==> src/rtl/int_memory_pkg.sv <==
// Shared widths, operand bundle and sequencer states for the int_memory arbiter.
package int_memory_pkg;

    localparam int MEM_DEPTH = 6;
    localparam int MEM_ADR_W = 3;
    localparam int MEM_DAT_W = 4;

    typedef enum logic [1:0] {
        CLEAR,
        IDLE,
        ACCESS,
        DONE
    } state_t;

    typedef struct packed {
        logic                 wr;
        logic [MEM_ADR_W-1:0] adr;
        logic [MEM_DAT_W-1:0] di;
    } memop_t;

endpackage

==> src/rtl/int_memory_rr2.sv <==
// Two-way round-robin picker for eligible requesters.
// Latency: combinational, no state.
// Backpressure: none; the caller decides when the result is used.
module int_memory_rr2 (
    input  logic aReq,
    input  logic bReq,
    input  logic ptrB,
    output logic winA,
    output logic winB,
    output logic ptrBNxt
);

    always_comb begin
        winA    = 1'b0;
        winB    = 1'b0;
        ptrBNxt = ptrB;
        if (aReq && bReq) begin
            // Contention: pointer chooses, then favours the loser next time.
            winB    = ptrB;
            winA    = !ptrB;
            ptrBNxt = !ptrB;
        end else if (aReq) begin
            winA = 1'b1;
        end else if (bReq) begin
            winB = 1'b1;
        end
    end

endmodule

==> src/rtl/int_memory_arbiter.sv <==
// Two-port arbiter/sequencer for int_memory with post-reset zero-fill.
// Latency: request sampled in n, memory enabled in n+1, GNT/DO in n+2.
// Backpressure: requesters hold REQ until GNT; requests during zero-fill wait.
module int_memory_arbiter
    import int_memory_pkg::*;
#(
    parameter int DEPTH          = MEM_DEPTH,
    parameter bit CLEAR_ON_RESET = 1'b1
) (
    input  logic                 CLK,
    input  logic                 RST,
    input  logic                 A_REQ,
    input  logic                 A_WR,
    input  logic [MEM_ADR_W-1:0] A_ADR,
    input  logic [MEM_DAT_W-1:0] A_DI,
    output logic                 A_GNT,
    output logic                 A_ERR,
    output logic [MEM_DAT_W-1:0] A_DO,
    input  logic                 B_REQ,
    input  logic                 B_WR,
    input  logic [MEM_ADR_W-1:0] B_ADR,
    input  logic [MEM_DAT_W-1:0] B_DI,
    output logic                 B_GNT,
    output logic                 B_ERR,
    output logic [MEM_DAT_W-1:0] B_DO,
    output logic [MEM_ADR_W-1:0] M_ADR,
    output logic [MEM_DAT_W-1:0] M_DI,
    output logic                 M_EN,
    output logic                 M_WR,
    input  logic [MEM_DAT_W-1:0] M_DO,
    output logic                 BUSY
);

    typedef logic [MEM_ADR_W:0] cnt_t;
    localparam cnt_t DEPTH_W = cnt_t'(DEPTH);

    state_t               state, stateNxt;
    cnt_t                 clrCnt, clrCntNxt;
    logic                 ptrB, ptrBNxt, rrPtrNxt;
    logic                 selB, selBNxt;
    logic                 mEnNxt, mWrNxt;
    logic [MEM_ADR_W-1:0] mAdrNxt;
    logic [MEM_DAT_W-1:0] mDiNxt;
    logic                 aGntNxt, bGntNxt, aErrNxt, bErrNxt, busyNxt;
    logic [MEM_DAT_W-1:0] aDoNxt, bDoNxt, rdDat;
    logic                 eligA, eligB, winA, winB, adrOk;
    memop_t               opA, opB, opWin;

    assign opA   = '{wr: A_WR, adr: A_ADR, di: A_DI};
    assign opB   = '{wr: B_WR, adr: B_ADR, di: B_DI};
    // A port completing this cycle is still holding its old request.
    assign eligA = A_REQ && !A_GNT;
    assign eligB = B_REQ && !B_GNT;
    assign opWin = winB ? opB : opA;
    assign adrOk = ({1'b0, M_ADR} < DEPTH_W);
    assign rdDat = adrOk ? M_DO : '0;

    int_memory_rr2 u_rr2 (
        .aReq    (eligA),
        .bReq    (eligB),
        .ptrB    (ptrB),
        .winA    (winA),
        .winB    (winB),
        .ptrBNxt (rrPtrNxt)
    );

    always_comb begin
        stateNxt  = state;
        clrCntNxt = clrCnt;
        ptrBNxt   = ptrB;
        selBNxt   = selB;
        mEnNxt    = M_EN;
        mWrNxt    = M_WR;
        mAdrNxt   = M_ADR;
        mDiNxt    = M_DI;
        aGntNxt   = 1'b0;
        bGntNxt   = 1'b0;
        aErrNxt   = 1'b0;
        bErrNxt   = 1'b0;
        aDoNxt    = A_DO;
        bDoNxt    = B_DO;
        busyNxt   = BUSY;
        unique case (state)
            CLEAR: begin
                if (!CLEAR_ON_RESET || clrCnt == DEPTH_W) begin
                    stateNxt = IDLE;
                    mEnNxt   = 1'b0;
                    mWrNxt   = 1'b0;
                    busyNxt  = 1'b0;
                end else begin
                    mEnNxt    = 1'b1;
                    mWrNxt    = 1'b1;
                    mDiNxt    = '0;
                    mAdrNxt   = clrCnt[MEM_ADR_W-1:0];
                    clrCntNxt = clrCnt + cnt_t'(1);
                end
            end
            IDLE, DONE: begin
                stateNxt = IDLE;
                if (winA || winB) begin
                    stateNxt = ACCESS;
                    selBNxt  = winB;
                    ptrBNxt  = rrPtrNxt;
                    mAdrNxt  = opWin.adr;
                    mDiNxt   = opWin.di;
                    mWrNxt   = opWin.wr;
                    // Out-of-range accesses never touch the memory.
                    mEnNxt   = ({1'b0, opWin.adr} < DEPTH_W);
                end
            end
            ACCESS: begin
                stateNxt = DONE;
                mEnNxt   = 1'b0;
                if (selB) begin
                    bGntNxt = 1'b1;
                    bErrNxt = !adrOk;
                    if (!M_WR) bDoNxt = rdDat;
                end else begin
                    aGntNxt = 1'b1;
                    aErrNxt = !adrOk;
                    if (!M_WR) aDoNxt = rdDat;
                end
            end
            default: stateNxt = CLEAR;
        endcase
    end

    always_ff @(posedge CLK) begin
        if (RST) begin
            state  <= CLEAR;
            clrCnt <= '0;
            ptrB   <= 1'b0;
            selB   <= 1'b0;
            M_EN   <= 1'b0;
            M_WR   <= 1'b0;
            M_ADR  <= '0;
            M_DI   <= '0;
            A_GNT  <= 1'b0;
            B_GNT  <= 1'b0;
            A_ERR  <= 1'b0;
            B_ERR  <= 1'b0;
            A_DO   <= '0;
            B_DO   <= '0;
            BUSY   <= 1'b1;
        end else begin
            state  <= stateNxt;
            clrCnt <= clrCntNxt;
            ptrB   <= ptrBNxt;
            selB   <= selBNxt;
            M_EN   <= mEnNxt;
            M_WR   <= mWrNxt;
            M_ADR  <= mAdrNxt;
            M_DI   <= mDiNxt;
            A_GNT  <= aGntNxt;
            B_GNT  <= bGntNxt;
            A_ERR  <= aErrNxt;
            B_ERR  <= bErrNxt;
            A_DO   <= aDoNxt;
            B_DO   <= bDoNxt;
            BUSY   <= busyNxt;
        end
    end

endmodule

==> config.mk <==
export PLATFORM = sky130hd
export DESIGN_NAME = int_memory_arbiter
export DESIGN_NICKNAME = d
export VERILOG_FILES = /design/src/rtl/int_memory_pkg.sv /design/src/rtl/int_memory_rr2.sv /design/src/rtl/int_memory_arbiter.sv
export SDC_FILE = /design/constraint.sdc
export NUM_CORES = 1
export LEC_CHECK = 0
export CORE_ASPECT_RATIO = 0.6
export CORE_MARGIN = 2
export CORE_UTILIZATION = 45
export CTS_BUF_LIST = sky130_fd_sc_hd__clkbuf_2
export DETAILED_ROUTE_END_ITERATION = 8
export PLACE_DENSITY = 0.82
export SLEW_MARGIN = 25
export SYNTH_ARGS = -nofsm -noshare
export SYNTH_HDL_FRONTEND = slang
export SYNTH_SLANG_ARGS = --single-unit
==> constraint.sdc <==
create_clock -name CLK -period 2 [get_ports CLK]
set_input_delay 0.3 -clock CLK [delete_from_list [all_inputs] [get_ports CLK]]
set_output_delay 0.3 -clock CLK [all_outputs]
set_load 0.005 [all_outputs]
# Yosys cells after proc, flatten, opt, wreduce, memory -nomap -nowiden

Cells that the tools add are included.

Bits of input ports: 24
Output and inout bits: 22
Register bits: 30

$lt $le $gt $ge: 2
Bitwise logic cells: 4
Add/subtract/negate cells: 1
Muxes and demuxes: 23
Equal/unequal tests: 7
Reduce and logical (&&, ||, !) cells: 22

Operators with widths:

| cell                                              | number |
|---|---|
| two-way mux 4 bit                                 | 3 |
| AND reduction 3 bit                               | 4 |
| two-way mux 1 bit                                 | 10 |
| two-way mux 8 bit                                 | 1 |
| one-hot mux 4 bit (2 select lines)                | 1 |
| AND reduction 2 bit                               | 4 |
| less-than comparator 3 bit, second input constant | 2 |
| two-way mux 3 bit                                 | 2 |
| inequality test 2 bit, second input constant      | 3 |
| one-hot mux 2 bit (3 select lines)                | 1 |
| one-hot mux 3 bit (2 select lines)                | 1 |
| OR reduction 3 bit                                | 2 |
| adder 4 x 1 -> 4 bit, second input constant       | 1 |
| == test 2 bit, second input constant              | 2 |
| == test 4 x 3 -> 1 bit, second input constant     | 1 |
| logical NOT 1 bit                                 | 4 |
| two-way mux 2 bit                                 | 2 |
| inverter 1 bit                                    | 4 |
| OR reduction 2 bit                                | 2 |
| logical AND 1 bit                                 | 3 |
| one-hot mux 1 bit (3 select lines)                | 1 |
| == test 2 x 1 -> 1 bit, second input constant     | 1 |
| logical NOT 2 bit                                 | 1 |
| one-hot mux 1 bit (2 select lines)                | 1 |
| other kinds (2)                                   | 2 |

# Logic depth before layout (Yosys ltp)

Word-level depth: 9
Depth in mapped cells: 6
Gate-level depth less buffers: 6

# Cells and area by module

From an unflattened synthesis, not the netlist that was laid out.

Cell total of the unflattened synthesis: 151
Area, all modules: 1400.1 µm²

By module, submodules not included:

| module             | instances | area an instance (µm²) | cells an instance | seq. area each (µm²) |
|---|---|---|---|---|
| int_memory_arbiter | 1         | 1368.8                 | 146               | 600.6 |
| int_memory_rr2     | 1         | 31.3                   | 5                 | 0.0 |

# Worst setup path before layout

Ideal clock, no wire load.

Kind: register to register
Start point: reg clrCnt[0]
End point: reg M_ADR[0]
Buffers on the path: 0
Required time: 1899 ps
Arrival: 1406 ps
Stages on the path, launching flop included: 7
Slack: 493 ps
Cell sequence: dfxtp_1 -> inv_1 -> ha_1 -> and3b_4 -> nor3_4 -> nor2_1 -> o41ai_1

Word-level cells in the longest chain between the ends: 3

RTL lines:

| element                                | line                      | RTL |
|---|---|---|
| from (decl)                            | int_memory_arbiter.sv:38  | `cnt_t clrCnt, clrCntNxt;` |
| from (signal assigned)                 | int_memory_arbiter.sv:147 | `clrCnt <= clrCntNxt;` |
| == test 4 x 3 -> 1 bit                 | int_memory_arbiter.sv:85  | `if (!CLEAR_ON_RESET \|\| clrCnt == DEPTH_W) begin` |
| inequality test 2 bit (no source line) | -                         |  |
| AND reduction 3 bit (no source line)   | -                         |  |
| to (signal assigned)                   | int_memory_arbiter.sv:152 | `M_ADR <= mAdrNxt;` |
| to (decl)                              | int_memory_arbiter.sv:26  | `output logic [MEM_ADR_W-1:0] M_ADR,` |

Parallel ways exist; a longest one is shown, timed or not. The select of a mux whose other input is x is not followed.
A chain may end at the register's enable or synchronous reset.

# Final worst setup path

Start point: reg clrCnt[0]
End point: reg M_ADR[2]

Word-level cells in the longest chain between the ends: 3

RTL lines:

| element                                | line |
|---|---|
| == test 4 x 3 -> 1 bit                 | int_memory_arbiter.sv:85 |
| inequality test 2 bit (no source line) | - |
| AND reduction 3 bit (no source line)   | - |

No other way between the ends.

==> report_table.html <==
<table>
<tr><th>Metric</th><th>Value</th></tr>
<tr><th colspan="2">Yosys</th></tr>
<tr><td>Number of flip-flops and latches in the synthesized netlist</td><td>30</td></tr>
<tr><td>Leading area contributor after synthesis</td><td>sky130_fd_sc_hd__dfxtp_1</td></tr>
<tr><td>Top post-synthesis cells by area</td><td>sky130_fd_sc_hd__dfxtp_1 44%, sky130_fd_sc_hd__mux2i_1 8.8%, sky130_fd_sc_hd__nor2_1 5.2%</td></tr>
<tr><td>Synthesized instance count</td><td>~140</td></tr>
<tr><td>Most frequent cell after synthesis</td><td>sky130_fd_sc_hd__dfxtp_1</td></tr>
<tr><td>Post-synth cell types</td><td>~40</td></tr>
<tr><td>Fraction of post-synthesis cell area in the top cell type by area</td><td>0.439</td></tr>
<tr><td>Share of the yosys chip area belonging to registers</td><td>0.439</td></tr>
<tr><td>Mean post-synth cell area</td><td>10.1 µm²</td></tr>
<tr><td>Yosys warning total</td><td>0</td></tr>
<tr><td>Post-synth design cell area</td><td>0.00137 mm²</td></tr>
<tr><td>Leading cell types by count after synthesis</td><td>30 x sky130_fd_sc_hd__dfxtp_1, 19 x sky130_fd_sc_hd__nor2_1, 12 x sky130_fd_sc_hd__mux2i_1</td></tr>
<tr><td>Commonest register cell after synthesis</td><td>sky130_fd_sc_hd__dfxtp_1</td></tr>
<tr><td>Async S/R FF share, synth</td><td>0</td></tr>
<tr><td>Nets in the synthesized netlist</td><td>161</td></tr>
<tr><td>Number of synthesized flops with an enable pin</td><td>0</td></tr>
<tr><th colspan="2">STA</th></tr>
<tr><td>Actual transition at the worst max-transition pin</td><td>between 0.5 and 0.6 ns</td></tr>
<tr><td>Headroom to the max-slew limit</td><td>0.654</td></tr>
<tr><td>Pins Over Slew Limit</td><td>0</td></tr>
<tr><td>RSZ-0062 raised after global routing</td><td>no</td></tr>
<tr><td>Maximum frequency from static timing analysis</td><td>around 550 MHz</td></tr>
<tr><td>Number of failing setup endpoints in the final timing report</td><td>0</td></tr>
<tr><td>Number of hold-slack violations in the final timing report</td><td>0</td></tr>
<tr><td>Period Utilization, post-route</td><td>0.906</td></tr>
<tr><td>Sum of negative setup slack</td><td>0 ns</td></tr>
<tr><td>Fin crit period</td><td>approximately 1.8 ns</td></tr>
<tr><td>Final WS setup</td><td>0.187 ns</td></tr>
<tr><td>Clock skew after layout</td><td>between 0.01 and 0.015 ns</td></tr>
<tr><th colspan="2">Global routing</th></tr>
<tr><td>Global-route congestion overflow total</td><td>0</td></tr>
<tr><td>Initial antenna violation count</td><td>0</td></tr>
<tr><td>Global-route total usage across every layer</td><td>0.200</td></tr>
<tr><td>Pin count of the biggest net entering global routing</td><td>30</td></tr>
<tr><td>Wire length of the first global-routing pass</td><td>5010 µm</td></tr>
<tr><td>Number of global-route vias before repair</td><td>just over 1000</td></tr>
<tr><th colspan="2">Power and ir drop</th></tr>
<tr><td>Switching power summed over all nets</td><td>~600 µW</td></tr>
<tr><td>Static leakage power</td><td>around 0.72 nW</td></tr>
<tr><td>Design internal power</td><td>1.31 mW</td></tr>
<tr><td>Power density over cell area</td><td>986 mW/mm²</td></tr>
<tr><td>Sequential cell fraction of total power</td><td>0.421</td></tr>
<tr><td>Power share of the combinational group</td><td>0.292</td></tr>
<tr><td>Sw Share</td><td>0.310</td></tr>
<tr><td>Clock power frac</td><td>0.287</td></tr>
<tr><td>Max rail drop VDD</td><td>between 0.6 and 0.7 mV</td></tr>
<tr><th colspan="2">Routing</th></tr>
<tr><td>DR pass1 iterations</td><td>4</td></tr>
<tr><td>Post-route DRC</td><td>0</td></tr>
<tr><td>Post-DR wirelength/cell</td><td>~14 µm</td></tr>
<tr><td>Via total after detailed routing</td><td>~1200</td></tr>
<tr><td>Post-detailed-route via-to-cell ratio</td><td>5.14</td></tr>
<tr><td>Antenna Violating Nets Remaining</td><td>0</td></tr>
<tr><td>Starting DRT DRC Count</td><td>a little under 60</td></tr>
<tr><td>Aggregate routed wire length</td><td>between 3000 and 4000 µm</td></tr>
<tr><th colspan="2">Final layout</th></tr>
<tr><td>Number of antenna cells inserted</td><td>0</td></tr>
<tr><td>Multi-input combinational cell area</td><td>between 600 and 700 µm²</td></tr>
<tr><td>Filler instances</td><td>roughly 240</td></tr>
<tr><td>Post-synthesis to final-layout area growth</td><td>41.1%</td></tr>
<tr><td>Fraction of final layout cells sized beyond drive strength 1</td><td>0.108</td></tr>
<tr><td>Register cell area after layout</td><td>between 600 and 700 µm²</td></tr>
<tr><td>Layout net count</td><td>around 210</td></tr>
<tr><th colspan="2">Clock tree</th></tr>
<tr><td>Number of hold buffers added after CTS</td><td>0</td></tr>
<tr><td>Post-cts repair resize count</td><td>0</td></tr>
<tr><td>Later-pin clock latency in the skew report</td><td>0.35 ns</td></tr>
<tr><td>Clock tree buffer depth</td><td>2</td></tr>
<tr><td>Clock tree from TritonCTS</td><td>yes</td></tr>
<tr><td>Deepest level of the CTS H-tree</td><td>2</td></tr>
<tr><td>Post-CTS clock slew at the launch and capture registers of the worst setup and hold paths</td><td>0.16 ns</td></tr>
<tr><td>Root buf cell</td><td>sky130_fd_sc_hd__clkbuf_2</td></tr>
<tr><td>Clk sink count</td><td>30</td></tr>
<tr><td>Number of buffers inserted by post-CTS setup repair</td><td>0</td></tr>
<tr><td>Clock buffers created by TritonCTS</td><td>5</td></tr>
<tr><th colspan="2">Worst setup path</th></tr>
<tr><td>Longest individual stage delay on the worst path</td><td>~0.45 ns</td></tr>
<tr><td>Depth of the worst register-to-register path</td><td>6</td></tr>
<tr><td>List of cells traversed by the critical path</td><td>inv_1 -&gt; ha_1 -&gt; and3b_4 -&gt; nor3_4 -&gt; nor2_1 -&gt; o41ai_1</td></tr>
<tr><td>Slowest cell on crit path</td><td>sky130_fd_sc_hd__dfxtp_1</td></tr>
<tr><td>CP startpoint kind</td><td>flop</td></tr>
<tr><td>Kind of end point of the critical path</td><td>flop</td></tr>
<tr><td>Timing endpoint of the critical path</td><td>M_ADR[2]</td></tr>
<tr><td>Crit path kind</td><td>flop to flop</td></tr>
<tr><td>Critical path data arrival time</td><td>2.05 ns</td></tr>
<tr><td>Capture point of the worst reg-to-reg path</td><td>M_ADR[2]</td></tr>
<tr><td>Register-to-register setup slack</td><td>between 0.15 and 0.2 ns</td></tr>
<tr><td>Critical path startpoint</td><td>clrCnt[0]</td></tr>
<tr><td>CP Data Required Time</td><td>around 2.2 ns</td></tr>
<tr><td>Largest driver fanout on the critical path</td><td>7</td></tr>
<tr><td>Reg-to-Reg Start</td><td>clrCnt[0]</td></tr>
<tr><th colspan="2">Flow run</th></tr>
<tr><td>Max-cap check violation count</td><td>0</td></tr>
<tr><th colspan="2">Floorplan</th></tr>
<tr><td>Number of rows created at floorplan</td><td>15</td></tr>
<tr><td>Initial core utilization</td><td>0.473</td></tr>
<tr><td>Vert. Die Dim</td><td>~47 µm</td></tr>
<tr><td>Core region area</td><td>0.00289 mm²</td></tr>
<tr><td>IO Pins</td><td>46</td></tr>
<tr><td>DIE WIDTH</td><td>~75 µm</td></tr>
<tr><td>Area of the die</td><td>roughly 0.0035 mm²</td></tr>
<tr><th colspan="2">Placed design</th></tr>
<tr><td>Final RePlAce weighted congestion</td><td>between 0.7 and 0.8</td></tr>
<tr><td># port buffers</td><td>45</td></tr>
<tr><td>HPWL after detailed placement</td><td>2490 µm</td></tr>
<tr><td>Post-place setup slack</td><td>0.111 ns</td></tr>
<tr><th colspan="2">Worst hold path</th></tr>
<tr><td>Path type of the worst min-delay path</td><td>flop to flop</td></tr>
<tr><th colspan="2">Run status</th></tr>
<tr><td>Status</td><td>finished clean</td></tr>
</table>
## layer usage
layer / up-vias / wire, µm / global-route usage
li1: 586 / - / -
met1: 552 / 1660 / 0.294
met2: 31 / 1440 / 0.270
met3: 4 / 155 / 0.0678
met4: 0 / 25 / 0.0737
met5: - / 0 / 0
## flip-flops by register name, summed over array words and instances, names as in the netlist, named ones only
name,flops
A_DO,4
B_DO,4
M_DI,4
clrCnt,4
M_ADR,3
A_ERR,1
A_GNT,1
BUSY,1
B_ERR,1
B_GNT,1
M_EN,1
M_WR,1
ptrB,1
selB,1
state,1
## logic make-up after synthesis
logic type	count (synthesis)	share of synthesized area
adder cells (fa/ha/maj)	2	0.0183
buffers and inverters	10	0.0522
multiplexers	12	0.0878
AO/OA/AOI/OAI	23	0.127
flip-flops	30	0.439
AND/OR/NAND/NOR	54	0.250
XOR/XNOR	4	0.0256
## stage by stage
| step | utilization | std cells | power [mW] | cell area (µm²) | hold slack (ns) |
|---|---|---|---|---|---|
| after floorplan | - | 135 | 1.14 | 1370 | 0.399 |
| after global placement | 0.637 | 220 | 1.34 | 1840 | 0.447 |
| after detailed placement | 0.637 | 220 | 1.36 | 1840 | 0.449 |
| after CTS | 0.668 | 228 | 1.90 | 1930 | 0.483 |
| after global routing | 0.668 | 228 | 2.00 | 1930 | 0.501 |
| final | 0.668 | 228 | 1.90 | 1930 | 0.478 |
## power by group through the flow
stage                     sequential (mW)  clock, mW  combinational (mW)
after floorplan                     0.785          0               0.350
after global placement              0.809          0               0.532
after detailed placement            0.812          0               0.550
after CTS                           0.799      0.549               0.554
after global routing                0.815      0.575               0.613
final                               0.802      0.546               0.555
## worst max-delay path, delay by kind of cell, from the launching register on
family                   cells  cell delay (ns)
adder cells (fa/ha/maj)      1             0.22
flip-flops                   1             0.45
buffers and inverters        1             0.07
AO/OA/AOI/OAI                1             0.39
AND/OR/NAND/NOR              3             0.57
## layout by cell type (no fill, tap or decap), types with 3 or more instances in the layout
cell type	instances
sky130_fd_sc_hd__a21oi_1	4
sky130_fd_sc_hd__and2_1	5
sky130_fd_sc_hd__buf_4	3
sky130_fd_sc_hd__clkbuf_2	5
sky130_fd_sc_hd__clkdlybuf4s50_1	45
sky130_fd_sc_hd__dfxtp_1	30
sky130_fd_sc_hd__inv_1	5
sky130_fd_sc_hd__mux2i_1	12
sky130_fd_sc_hd__nand2_1	3
sky130_fd_sc_hd__nand2b_1	3
sky130_fd_sc_hd__nand3_1	3
sky130_fd_sc_hd__nand4b_1	3
sky130_fd_sc_hd__nor2_1	19
sky130_fd_sc_hd__nor3_1	3
sky130_fd_sc_hd__o2bb2ai_1	4
sky130_fd_sc_hd__o31ai_1	4
sky130_fd_sc_hd__xor2_1	3
## how the worst min path moves through the flow
| stage | start | to | cells past startpoint |
|---|---|---|---|
| 3_3_place_gp | M_DI[0] | M_DI[0] | 1 |
| 5_1_grt | BUSY | BUSY | 1 |
| 4_1_cts | M_DI[0] | M_DI[0] | 1 |
| 6_report | M_DI[0] | M_DI[0] | 1 |
| 2_1_floorplan | RST | state[0] | 1 |
| 3_5_place_dp | M_DI[0] | M_DI[0] | 1 |
## cell type report
type	count	share of cell area
multi-input combinational	95	0.361
inverter	5	0.00973
clock buffer	5	0.0130
tap	42	0.0272
timing repair buffer	48	0.245
clock inverter	3	0.0331
sequential	30	0.311
Note: power is estimated with default switching activity, not from simulation.
